## src/rtl/demux_1_2_6b_stream_if.sv

```systemverilog
// Stream bundle for demux_1_2_6b_stream: one upstream beat port, two downstream channels.
// slave = the demux itself; master = the environment driving it.
interface demux_1_2_6b_stream_if #(
    parameter int WIDTH = 6
);
    logic [WIDTH-1:0] Input;
    logic             In_valid;
    logic             Select;
    logic             In_ready;
    logic [WIDTH-1:0] Output1;
    logic             Out1_valid;
    logic             Out1_ready;
    logic [WIDTH-1:0] Output2;
    logic             Out2_valid;
    logic             Out2_ready;

    // Valid/ready: a beat moves on a rising edge where valid and ready are both high;
    // a producer holding valid high keeps its payload stable until that edge.
    modport slave (
        input  Input, In_valid, Select, Out1_ready, Out2_ready,
        output In_ready, Output1, Out1_valid, Output2, Out2_valid
    );

    modport master (
        output Input, In_valid, Select, Out1_ready, Out2_ready,
        input  In_ready, Output1, Out1_valid, Output2, Out2_valid
    );
endinterface

```

## src/rtl/demux_1_2_6b_stream.sv

```systemverilog
// Registered 1:2 stream demux with a DEPTH-entry FIFO per output channel.
// Optional macro DEMUX_BEAT_COUNT_EN adds saturating per-channel beat counters.
module demux_1_2_6b_stream #(
    parameter int WIDTH = 6,
    parameter int DEPTH = 2
) (
    input  logic Clock,
    input  logic Reset_n,
    demux_1_2_6b_stream_if.slave bus
`ifdef DEMUX_BEAT_COUNT_EN
    ,
    input  logic       Count_clr,
    output logic [5:0] Count1,
    output logic [5:0] Count2
`endif
);
    localparam int PW = (DEPTH > 1) ? $clog2(DEPTH) : 1;
    localparam int CW = $clog2(DEPTH + 1);

    logic [WIDTH-1:0] mem_q    [2][DEPTH];
    logic [WIDTH-1:0] mem_d    [2][DEPTH];
    logic [PW-1:0]    wr_ptr_q [2];
    logic [PW-1:0]    wr_ptr_d [2];
    logic [PW-1:0]    rd_ptr_q [2];
    logic [PW-1:0]    rd_ptr_d [2];
    logic [CW-1:0]    occ_q    [2];
    logic [CW-1:0]    occ_d    [2];
    logic [WIDTH-1:0] dout_q   [2];
    logic [WIDTH-1:0] dout_d   [2];

    logic [1:0] full;
    logic [1:0] push;
    logic [1:0] pop;
    logic [1:0] out_rdy;
    logic       accept;

    always_comb begin
        full = '0;
        for (int ch = 0; ch < 2; ch++) begin
            full[ch] = (occ_q[ch] == CW'(DEPTH));
        end
    end

    // Ready looks only at the selected channel's occupancy; a same-cycle pop does not free space.
    assign bus.In_ready   = ~full[bus.Select];
    assign accept         = bus.In_valid & bus.In_ready;
    assign push           = {accept & bus.Select, accept & ~bus.Select};
    assign out_rdy        = {bus.Out2_ready, bus.Out1_ready};

    assign bus.Out1_valid = (occ_q[0] != '0);
    assign bus.Out2_valid = (occ_q[1] != '0);
    assign bus.Output1    = dout_q[0];
    assign bus.Output2    = dout_q[1];

    always_comb begin
        mem_d    = mem_q;
        wr_ptr_d = wr_ptr_q;
        rd_ptr_d = rd_ptr_q;
        occ_d    = occ_q;
        dout_d   = dout_q;
        pop      = '0;
        for (int ch = 0; ch < 2; ch++) begin
            pop[ch] = (occ_q[ch] != '0) && out_rdy[ch];
            if (push[ch]) begin
                mem_d[ch][wr_ptr_q[ch]] = bus.Input;
                wr_ptr_d[ch]            = wr_ptr_q[ch] + PW'(1);
            end
            if (pop[ch]) begin
                rd_ptr_d[ch] = rd_ptr_q[ch] + PW'(1);
            end
            case ({push[ch], pop[ch]})
                2'b10:   occ_d[ch] = occ_q[ch] + CW'(1);
                2'b01:   occ_d[ch] = occ_q[ch] - CW'(1);
                default: occ_d[ch] = occ_q[ch];
            endcase
            // Head register: follows the next head word, holds its last value when drained.
            dout_d[ch] = (occ_d[ch] != '0) ? mem_d[ch][rd_ptr_d[ch]] : dout_q[ch];
        end
    end

    always_ff @(posedge Clock or negedge Reset_n) begin
        if (!Reset_n) begin
            for (int ch = 0; ch < 2; ch++) begin
                for (int i = 0; i < DEPTH; i++) begin
                    mem_q[ch][i] <= '0;
                end
                wr_ptr_q[ch] <= '0;
                rd_ptr_q[ch] <= '0;
                occ_q[ch]    <= '0;
                dout_q[ch]   <= '0;
            end
        end else begin
            mem_q    <= mem_d;
            wr_ptr_q <= wr_ptr_d;
            rd_ptr_q <= rd_ptr_d;
            occ_q    <= occ_d;
            dout_q   <= dout_d;
        end
    end

`ifdef DEMUX_BEAT_COUNT_EN
    logic [5:0] beat_q [2];
    logic [5:0] beat_d [2];

    // Clear takes priority over a same-edge increment.
    always_comb begin
        beat_d = beat_q;
        for (int ch = 0; ch < 2; ch++) begin
            if (Count_clr) begin
                beat_d[ch] = '0;
            end else if (push[ch] && (beat_q[ch] != 6'd63)) begin
                beat_d[ch] = beat_q[ch] + 6'd1;
            end
        end
    end

    always_ff @(posedge Clock or negedge Reset_n) begin
        if (!Reset_n) begin
            beat_q[0] <= '0;
            beat_q[1] <= '0;
        end else begin
            beat_q <= beat_d;
        end
    end

    assign Count1 = beat_q[0];
    assign Count2 = beat_q[1];
`endif
endmodule

```

## src/flat_wrapper.sv

```systemverilog
// flat-port wrapper written by rule: the top's interface ports become plain ports
module demux_1_2_6b_stream_flat 
#(
    parameter int WIDTH = 6,
    parameter int DEPTH = 2
)
  (Clock, Reset_n, bus_Input, bus_In_valid, bus_Select, bus_Out1_ready, bus_Out2_ready, bus_In_ready, bus_Output1, bus_Out1_valid, bus_Output2, bus_Out2_valid);
  demux_1_2_6b_stream_if #(.WIDTH(WIDTH)) bus_i ();
  input  logic Clock;
  input  logic Reset_n;
  input wire logic [$bits(bus_i.Input)-1:0] bus_Input;
  input wire logic [$bits(bus_i.In_valid)-1:0] bus_In_valid;
  input wire logic [$bits(bus_i.Select)-1:0] bus_Select;
  input wire logic [$bits(bus_i.Out1_ready)-1:0] bus_Out1_ready;
  input wire logic [$bits(bus_i.Out2_ready)-1:0] bus_Out2_ready;
  output wire logic [$bits(bus_i.In_ready)-1:0] bus_In_ready;
  output wire logic [$bits(bus_i.Output1)-1:0] bus_Output1;
  output wire logic [$bits(bus_i.Out1_valid)-1:0] bus_Out1_valid;
  output wire logic [$bits(bus_i.Output2)-1:0] bus_Output2;
  output wire logic [$bits(bus_i.Out2_valid)-1:0] bus_Out2_valid;
  assign bus_i.Input = bus_Input;
  assign bus_i.In_valid = bus_In_valid;
  assign bus_i.Select = bus_Select;
  assign bus_i.Out1_ready = bus_Out1_ready;
  assign bus_i.Out2_ready = bus_Out2_ready;
  assign bus_In_ready = bus_i.In_ready;
  assign bus_Output1 = bus_i.Output1;
  assign bus_Out1_valid = bus_i.Out1_valid;
  assign bus_Output2 = bus_i.Output2;
  assign bus_Out2_valid = bus_i.Out2_valid;
  demux_1_2_6b_stream #(.WIDTH(WIDTH), .DEPTH(DEPTH)) u_core (.Clock(Clock), .Reset_n(Reset_n), .bus(bus_i));
endmodule
```

## config.mk

```make
export PLATFORM = sky130hd
export DESIGN_NAME = demux_1_2_6b_stream_flat
export DESIGN_NICKNAME = d
export VERILOG_FILES = /design/src/rtl/demux_1_2_6b_stream_if.sv /design/src/rtl/demux_1_2_6b_stream.sv /design/src/flat_wrapper.sv
export SDC_FILE = /design/constraint.sdc
export NUM_CORES = 1
export LEC_CHECK = 0
export CORE_MARGIN = 1.5
export CORE_UTILIZATION = 40
export DETAILED_ROUTE_END_ITERATION = 10
export PLACE_DENSITY_LB_ADDON = 0.08
export SYNTH_ARGS = -nofsm -noshare
export SYNTH_HDL_FRONTEND = slang
export SYNTH_SLANG_ARGS = --single-unit
```

## constraint.sdc

```tcl
create_clock -name Clock -period 3 [get_ports Clock]
set_input_delay 0.6 -clock Clock [delete_from_list [all_inputs] [get_ports Clock]]
set_output_delay 0.6 -clock Clock [all_outputs]
set_load 0.005 [all_outputs]
```

After elaboration in Yosys (flattened, before gate mapping)
Index checks and enable logic that the tools add are counted.

Bits in read-only memories: 0. Word-level logic and storage cells: 70. Flip-flop bits (word level): 44. Output and inout port bits: 15. Bits in latches: 0. Memories kept: 0. Bits in writable memories: 0. Bits of input ports: 12.

Reduce and logical (&&, ||, !) cells: 8. Equal/unequal tests: 6. Shift-type cells: 0. Div/mod/pow operators: 0. Bitwise logic cells: 9. Add/sub/neg operators: 8. Multiply operators: 0. Order comparisons: 7. Mux-type cells: 20.

Operator list (count): $mux 6 (8); $bwmux 12 (2); $mux 12 (2); $demux 6 s1 (2); $eq 2x2->1 const B (4); $ge 2x2->1 const B (4); $not 1->2 (4); $pmux 2 s2 (2); $reduce_bool 2->1 (4); $add 1x1->1 const B (4); $add 2x1->2 const B (2); $eq 2x1->1 const B (2); $logic_and 1x1->1 (4); $lt 2x1->1 const B (2); $mux 1 (4); $sub 2x1->2 const B (2); $and 1x1->1 (3); $lt 1x2->1 const B (1); $not 1->1 (2).

Logic depth before layout (Yosys ltp)
Gate-level depths: netlist of run 1.

Word-level depth: 10. Depth in mapped cells: 8. Gate-level depth less buffers: 7.

Worst setup path before layout of run 1
Ideal clock, no wire load.

Kind: input-to-reg. From: input port bus_Select. To: register u_core.dout_q (netlist bit u_core.bus.Output1[0]). Path slack: 0.863 ns. Arrival time: 1.998 ns. Buffers on the path: 2. Library setup time: 0.140 ns. Stages: 8. Cells stage by stage: clkbuf_2 nand3b_1 ha_1 nand2b_1 o22ai_4 or2_0 buf_2 o221ai_1.

Word-level cells in the longest chain between the ends: 9.

RTL lines: start, declared (line flat_wrapper.sv:13) `input wire logic [$bits(bus_i.Select)-1:0] bus_Select;`; $mux 1 (not written as such) (2 in series) (line demux_1_2_6b_stream.sv:45) `assign bus.In_ready = ~full[bus.Select];`; $not 1->1 (line demux_1_2_6b_stream.sv:45); $and 1x1->1 (line demux_1_2_6b_stream.sv:46) `assign accept = bus.In_valid & bus.In_ready;`; $and 1x1->1 * (line demux_1_2_6b_stream.sv:47) `assign push = {accept & bus.Select, accept & ~bus.Select};`; $mux 12 (line demux_1_2_6b_stream.sv:64) `if (push[ch]) begin`; $mux 6 (not written as such) (3 in series) (line demux_1_2_6b_stream.sv:77) `dout_d[ch] = (occ_d[ch] != '0) ? mem_d[ch][rd_ptr_d[ch]] : dout_q[ch];`; end signal, assigned (line demux_1_2_6b_stream.sv:97) `dout_q <= dout_d;`; end, declared (line demux_1_2_6b_stream.sv:28) `logic [WIDTH-1:0] dout_q [2];`.

Mark *: on every way between the ends. The rest lies on a longest branch, timed or not. The select of a mux whose other input is x is not followed. A chain may end at the register's enable or synchronous reset.

Worst setup path in the final report of run 1
From: input port bus_Select. To: output port bus_In_ready.

Word-level cells in the longest chain between the ends: 3.

RTL lines: $mux 1 (not written as such) (2 in series) (line demux_1_2_6b_stream.sv:45); $not 1->1 (line demux_1_2_6b_stream.sv:45); end, declared (line flat_wrapper.sv:16) `output wire logic [$bits(bus_i.In_ready)-1:0] bus_In_ready;`.

No other way between the ends. The select of a mux whose other input is x is not followed.

==> flow_summary.ini, run 1 <==
[outcome]
outcome = finished clean

[clock_network]
cts_setup_buffers = 0
clock_latency_ns = 0.30
clkTransAtPathRegs_ns = 0.08
cts_htree_levels = 2
cts_tree = built
numClockSinks = 44
cts_hold_buf = 0
clock_path_buffers = 2
root_buffer = clkbuf_8
cts_made_buffers = 5
post_cts_resized = 0

[setup_path]
cp-start-kind = input pin
cp-end-kind = output port
rrSetupSlack_ns = 0.73
critical_path_class = input pin to output port
reg2reg_from = u_core.occ_q[0]
worstRegToRegCells = 7
crit_path_start = bus_Select
r2r_end = u_core.bus.Output2[0]
critPathRequiredTime_ns = 2.40
crit_fanout = 8
worstPathArrival_ns = 1.94

[power]
power.leakage_uw = 0.00114
power_uw = 2610
p_per_area_nw_per_um2 = 1100
max-vdd-ir-drop_uv = 456

[min_path]
min_path_type = input pin to async pin

[final_layout]
layout-drive-gt1-share_pct = 9.74
finalNonFillerCells = 262
diodes = 0
synthToLayoutAreaGrowth_pct = 21.0
layout.nets = 209
layout_common_cells = dfrtp_1, inv_1, clkdlybuf4s50_1
final_common_cell = dfrtp_1
fin_util_pct = 50.3

[grt]
grt_max_degree = 45
grt_pass1_vias = 1310
track_usage_pct = 15.5
antenna_found_initial = 0
gr-total-overflow = 0
grt_pass1_wl_mm = 6.21

[drt]
wl_per_cell_um = 14.1
vias_per_cell = 4.78
detail-route-antenna-nets = 0
via_count = 1253
postRouteWirelength_mm = 3.69
drt-initial-drc-count = 31
drt-pass1-iter-count = 4
drc_errors = 0

[yosys]
yosys.area_share.simple_pct = 10.3
synthesis.nets = 178
ys_warn_count = 0
yosys-top-cells-area = dfrtp_1, mux2i_1, inv_1, o221ai_1, xnor2_1
synthAdderAreaFrac_pct = 1.27
syn_avg_cell_area_um2 = 12.0
synth.distinct_cells = 28
synth_xor_xnor_area_share_pct = 5.35
muxShareOfSynthArea_pct = 12.2
async_flop_share_pct = 100
synth_top_family_by_area = multiplexers
synth_cells = 164
ys_seq_elements = 44
synth_compound_area_share_pct = 8.34
synth_edf_count = 0
synth_top_cell_area_share_pct = 56.1
yosys.area.top_type = dfrtp_1
synth_flop_cell = dfrtp_1
syn-cell-area_um2 = 1960
seq_area_frac_synth_pct = 56.1

[timing]
slew_headroom_pct = 35.9
period_needed_ns = 2.54
slew_violations = 0
fin_worst_skew_ns = 0.00809
fmax_mhz = 394
setup_viol = 0
period_share_pct = 84.5
rsz0062_at_grt = no
hold_slack_ns = 0.447
worst_slew_pin_slew_ns = 0.961
setup-tns-final_ns = 0
hold_viol_final = 0

[placement]
hpwl_mm = 2.61
portBuffers = 26
routabilityCongestion = 0.775
placedCellCount = 255

[floorplanning]
die_x_um = 73.1
placeableCoreArea_um2 = 4720
initial_core_util_pct = 41.6
row_count = 25
ios = 27
dieArea_um2 = 5340
die_y_um = 73.1

[run]
cap_violations = 0
[through the flow]
stage	instance area, um^2	worst slack [ns]
finish	2380	0.464
global route	2380	0.265
CTS	2380	0.449
detailed placement	2300	0.164
global placement	2300	0.213
floorplan	1960	0.863
[sequential cells by signal, summed over array words and instances, names as in the netlist]
name                cells
u_core.occ_q            4
u_core.wr_ptr_q         2
u_core.bus.Output1      6
u_core.mem_q           24
u_core.bus.Output2      6
u_core.rd_ptr_q         2
[how the worst max path moves through the flow]
stage / to / slack, ns / cells after the start
2_1_floorplan: u_core.bus.Output1[0] / 0.86 / 8
3_3_place_gp: u_core.bus.Output2[1] / 0.21 / 7
3_5_place_dp: u_core.bus.Output2[4] / 0.16 / 7
4_1_cts: bus_In_ready / 0.45 / 4
5_1_grt: u_core.bus.Output2[3] / 0.27 / 7
6_report: bus_In_ready / 0.46 / 4
[metal layers]
| metal | vias up | track usage [%] | wire length [um] |
|---|---|---|---|
| li1 | 608 | - | - |
| met1 | 621 | 20.9 | 1770 |
| met2 | 18 | 23.8 | 1740 |
| met3 | 6 | 3.87 | 120 |
| met4 | 0 | 6.29 | 63 |
| met5 | - | 0 | 0 |
[report_power, final]
group          internal [uW]  switching (uW)
clock                    158             199
combinational            598             588
sequential               904             164
total                   1660             951
[kinds of logic (layout without fill, tap and decap cells)]
family                     count (synthesis)  in the layout
AOI/OAI and AO/OA                         17             17
xor gates and xnor gates                  12             12
and+or+nand+nor                           33             33
muxes                                     24             24
buffers and inverters                     32             63
adders and majority gates                  2              2
DFF                                       44             44
[cell usage after synthesis (all sizes together), types with 3 or more instances]
| cell type | number |
|---|---|
| dfrtp | 44 |
| o221ai | 12 |
| nand2 | 15 |
| buf | 3 |
| nand2b | 5 |
| inv | 28 |
| or2 | 4 |
| xnor2 | 10 |
| mux2i | 24 |
[final cells by class]
cell class	count	area [um^2]
clock buffers	5	68.8
clock inverters	2	12.5
fillers	427	2350
inverters	28	105
multi-input cells	88	736
flip-flops and latches	44	1100
well taps	67	83.8
repair buffers	28	270
[critical path: stages]
cell	delay, ns
clkdlybuf4s50_1	0.60
nor2_1	0.09
a21oi_1	0.13
clkdlybuf4s50_1	0.51
Note: power is estimated with default switching activity, not from simulation.
==> run 2: changes to the inputs <==
clock period = 2.2 ns   (was 3 ns; I/O delays follow)
==> flow_summary.ini, run 2 (same netlist as run 1, synthesis figures left out) <==
[setup_path]
reg2reg_from = u_core.occ_q[3]
cp_top_family = buffers and inverters
cp-end-kind = output port
rrSetupSlack_ns = 0.19
worstPathArrival_ns = 1.64
crit_chain = buf_4, or2_2, clkdlybuf4s50_1
crit_path_start = u_core.occ_q[0]
r2r_end = u_core.bus.Output1[1]
critPathMaxStageDelay_ns = 0.45
critPathRequiredTime_ns = 1.76
crit_slowest_cell = clkdlybuf4s50_1
cp_num_cells = 3
cp_num_buf_inv = 2
critPathCapture = bus_Out2_valid
crit_fanout = 5
critical_path_class = register to output port
cp-start-kind = register
worstRegToRegCells = 8

[floorplanning]
row_count = 25
die_x_um = 73.1
ios = 27
dieArea_um2 = 5340
die_y_um = 73.1
placeableCoreArea_um2 = 4720
initial_core_util_pct = 41.6

[clock_network]
cts_made_buffers = 5
clkTransAtPathRegs_ns = 0.07
numClockSinks = 44
cts_setup_buffers = 0
clock_path_buffers = 2
root_buffer = clkbuf_8
cts_tree = built
cts_hold_buf = 0
clock_latency_ns = 0.29
cts_htree_levels = 2

[final_layout]
n_fill_cell = 416
top_register = u_core.mem_q
largest_reg_flops = 24
layout-drive-gt1-share_pct = 19.2
seqCellArea_um2 = 1100
synthToLayoutAreaGrowth_pct = 30.4
fin_util_pct = 54.2
final_common_cell = dfrtp_1
multi_input_area_um2 = 751
layout_common_cells = dfrtp_1, inv_1, mux2i_1, clkdlybuf4s50_1, buf_4
diodes = 0
layout.nets = 227
stdcell_area_um2 = 2560

[drt]
top_layer_used = met4
wl_per_cell_um = 13.8
detail-route-antenna-nets = 0
vias_per_cell = 4.76
route.met3.wl_um = 135
drt-met1-wl_mm = 1.79
postRouteWirelength_mm = 3.85
drc_errors = 0
drt-initial-drc-count = 51
drt-pass1-iter-count = 4
via_count = 1333
dr_wl_met2_mm = 1.87

[timing]
slew_violations = 0
fmax_mhz = 480
hold_viol_final = 0
period_needed_ns = 2.08
period_share_pct = 94.6
rsz0062_at_grt = no
worst_slew_pin_slew_ns = 0.338
slew_headroom_pct = 77.4
fin_worst_skew_ns = 0.00735
setup_viol = 0

[grt]
grt_pass1_wl_mm = 6.69
track_usage_pct = 16.6
grt_pass1_vias = 1411
gr-total-overflow = 0
grt_max_degree = 45
antenna_found_initial = 0

[run]
cap_violations = 0

[power]
power.leakage_uw = 0.00124
max-vdd-ir-drop_uv = 621
p_per_area_nw_per_um2 = 1480

[placement]
portBuffers = 26
place_area_um2 = 2470
hpwl_mm = 2.83
routabilityCongestion = 0.765

[outcome]
outcome = finished clean

[min_path]
min_path_type = input pin to async pin
-- run 2: what timing repair did --
action	4_1_cts	5_1_grt
pin swaps	0	0
resized for setup	1	5
cloned	0	0
setup endpoints to repair	1	13
-- run 2: worst min path at each step --
stage	startpoint	end
2_1_floorplan	Reset_n	u_core.bus.Output1[0]
5_1_grt	Reset_n	u_core.bus.Output1[0]
6_report	Reset_n	u_core.mem_q[12]
3_3_place_gp	Reset_n	u_core.bus.Output1[0]
3_5_place_dp	Reset_n	u_core.mem_q[12]
4_1_cts	Reset_n	u_core.mem_q[12]
-- run 2: area by class of cell --
type	count	share of cell area, %
Timing Repair Buffer	46	17.2
Clock buffer	6	2.83
Multi-Input combinational cell	88	29.3
Clock inverter	1	0.195
Tap cell	67	3.27
Sequential cell	44	43.0
Inverter	28	4.10
-- run 2: per-stage QoR --
| stage | std cells | worst slack, ns | total power [uW] | hold WS [ns] | setup TNS [ns] |
|---|---|---|---|---|---|
| floorplan | 164 | 0.205 | 2550 | 0.144 | 0 |
| global placement | 273 | -0.187 | 3240 | 0.430 | -1.94 |
| detailed placement | 273 | -0.243 | 3320 | 0.435 | -2.56 |
| CTS | 280 | 0.0702 | 3800 | 0.120 | 0 |
| global route | 280 | 0.0372 | 4100 | 0.140 | 0 |
| finish | 280 | 0.119 | 3800 | 0.112 | 0 |
-- run 2: routing by layer --
metal,vias up,global-route usage [%]
met2,23,26.7
met1,665,22.2
met3,5,3.73
li1,640,-
met4,0,5.66
met5,-,0
-- run 2: power breakdown --
part / total, uW / switching (uW) / internal, uW
logic: 1880 / 880 / 1000
registers: 1450 / 217 / 1240
clock network: 462 / 246 / 216
total: 3800 / 1340 / 2460
==> run 3: changes to the inputs <==
CORE_ASPECT_RATIO = 1.5   (was not set)
CTS_CLUSTER_DIAMETER = 80   (was not set)
SKIP_CTS_REPAIR_TIMING = 1   (was not set)
==> flow_summary.ini, run 3 (same netlist as run 1, synthesis figures left out) <==
[power]
seqPwrFrac_pct = 36.4
p_per_area_nw_per_um2 = 1540
power_frac_comb_pct = 45.6
p_clk_share_pct = 18.0
max-vdd-ir-drop_uv = 786
internal-power_uw = 2640
swShare_pct = 33.4
power.switching_uw = 1330
power.leakage_uw = 0.00125
power_uw = 3960

[setup_path]
cp-end-kind = output port
worstRegToRegCells = 8
crit_slowest_cell = clkdlybuf4s50_1
crit_path_start = u_core.occ_q[0]
worstPathArrival_ns = 1.66
critical_path_class = register to output port
cp-start-kind = register
crit_fanout = 5
critPathRequiredTime_ns = 1.76
crit_chain = buf_4, or2_2, clkdlybuf4s50_1
critPathMaxStageDelay_ns = 0.46
rrSetupSlack_ns = 0.15
reg2reg_from = u_core.occ_q[2]
r2r_end = u_core.bus.Output1[4]

[final_layout]
final_common_cell = dfrtp_1
largest_reg_flops = 24
multi_input_area_um2 = 738
diodes = 0
finalNonFillerCells = 278
layout.nets = 226
top_register = u_core.mem_q
seqCellArea_um2 = 1100
fin_util_pct = 54.1
layout_common_cells = dfrtp_1, inv_1, mux2i_1, clkdlybuf4s50_1, buf_4
n_fill_cell = 426
synthToLayoutAreaGrowth_pct = 31.4
layout-drive-gt1-share_pct = 17.5

[timing]
period_needed_ns = 2.10
hold_viol_final = 0
fmax_mhz = 477
hold_slack_ns = 0.205
worst_slew_pin_slew_ns = 0.550
setup_viol = 0
fin_worst_skew_ns = 0.00444
slew_violations = 0
rsz0062_at_grt = no
slew_headroom_pct = 63.3
period_share_pct = 95.3

[grt]
grt_max_degree = 45
gr-total-overflow = 0
grt_pass1_wl_mm = 5.94
antenna_found_initial = 0
grt_pass1_vias = 1277
track_usage_pct = 15.2

[floorplanning]
placeableCoreArea_um2 = 4770
die_x_um = 60.2
dieArea_um2 = 5350
row_count = 31
die_y_um = 88.8
ios = 27
initial_core_util_pct = 41.2

[drt]
wl_per_cell_um = 13.2
drt-initial-drc-count = 22
postRouteWirelength_mm = 3.68
drt-pass1-iter-count = 4
drc_errors = 0
detail-route-antenna-nets = 0
via_count = 1302
vias_per_cell = 4.68

[clock_network]
cts_tree = built
root_buffer = clkbuf_8
clock_path_buffers = 2
numClockSinks = 44
cts_htree_levels = 2
cts_made_buffers = 5
clkTransAtPathRegs_ns = 0.08
clock_latency_ns = 0.29

[run]
cap_violations = 0

[placement]
placedCellCount = 271
portBuffers = 26
routabilityCongestion = 0.760
hpwl_mm = 2.68

[min_path]
min_path_type = input pin to async pin

[outcome]
outcome = finished clean
## run 3: changes by cell type in the layout (fill, tap and decap cells not counted), sizes merged
cell	previous run	this run
bufinv	0	2
dlygate4sd2	1	0
buf	21	20
dlymetal6s2s	0	1
clkinv	1	0
clkbuf	6	5
## run 3: final cells by class
cell class	count	share of cell area (%)
Inverter	28	4.07
Timing Repair Buffer	45	16.5
Tap cell	66	3.20
Clock buffer	5	2.67
Clock inverter	2	2.33
Sequential cell	44	42.7
Multi-Input combinational cell	88	28.6
## run 3: stage by stage
step | area, um^2 | setup TNS [ns] | worst slack, ns
2_1_floorplan | 1960 | 0 | 0.205
3_3_place_gp | 2450 | -1.85 | -0.185
3_5_place_dp | 2450 | -2.30 | -0.220
4_1_cts | 2580 | -0.0172 | -0.0172
5_1_grt | 2580 | 0 | 0.0103
6_report | 2580 | 0 | 0.104
## run 3: power groups by stage
stage	Clock, uW	Sequential (uW)	Combinational [uW]
4_1_cts	732	1450	1830
3_3_place_gp	0	1440	1780
3_5_place_dp	0	1460	1820
5_1_grt	751	1480	2000
2_1_floorplan	0	1430	1110
6_report	712	1440	1810
## run 3: worst max-delay path by stage
stage	end	slack, ns
4_1_cts	bus_In_ready	-0.02
2_1_floorplan	u_core.bus.Output2[0]	0.20
3_5_place_dp	u_core.bus.Output1[3]	-0.22
6_report	bus_Out2_valid	0.10
3_3_place_gp	u_core.bus.Output1[4]	-0.18
5_1_grt	u_core.bus.Output1[4]	0.01
## run 3: routing by layer
layer / GRT usage (%) / part of all wire [%]
met1: 18.9 / 45
met2: 24.5 / 50
met3: 3.36 / 3.6
met4: 7.88 / 1.5
met5: 0 / 0
## run 3: critical path, delay by kind of cell (launching register included)
| kind | cells | cell delay, ns |
|---|---|---|
| buffers and inverters | 2 | 0.63 |
| flip-flops | 1 | 0.41 |
| AND/OR/NAND/NOR | 1 | 0.33 |
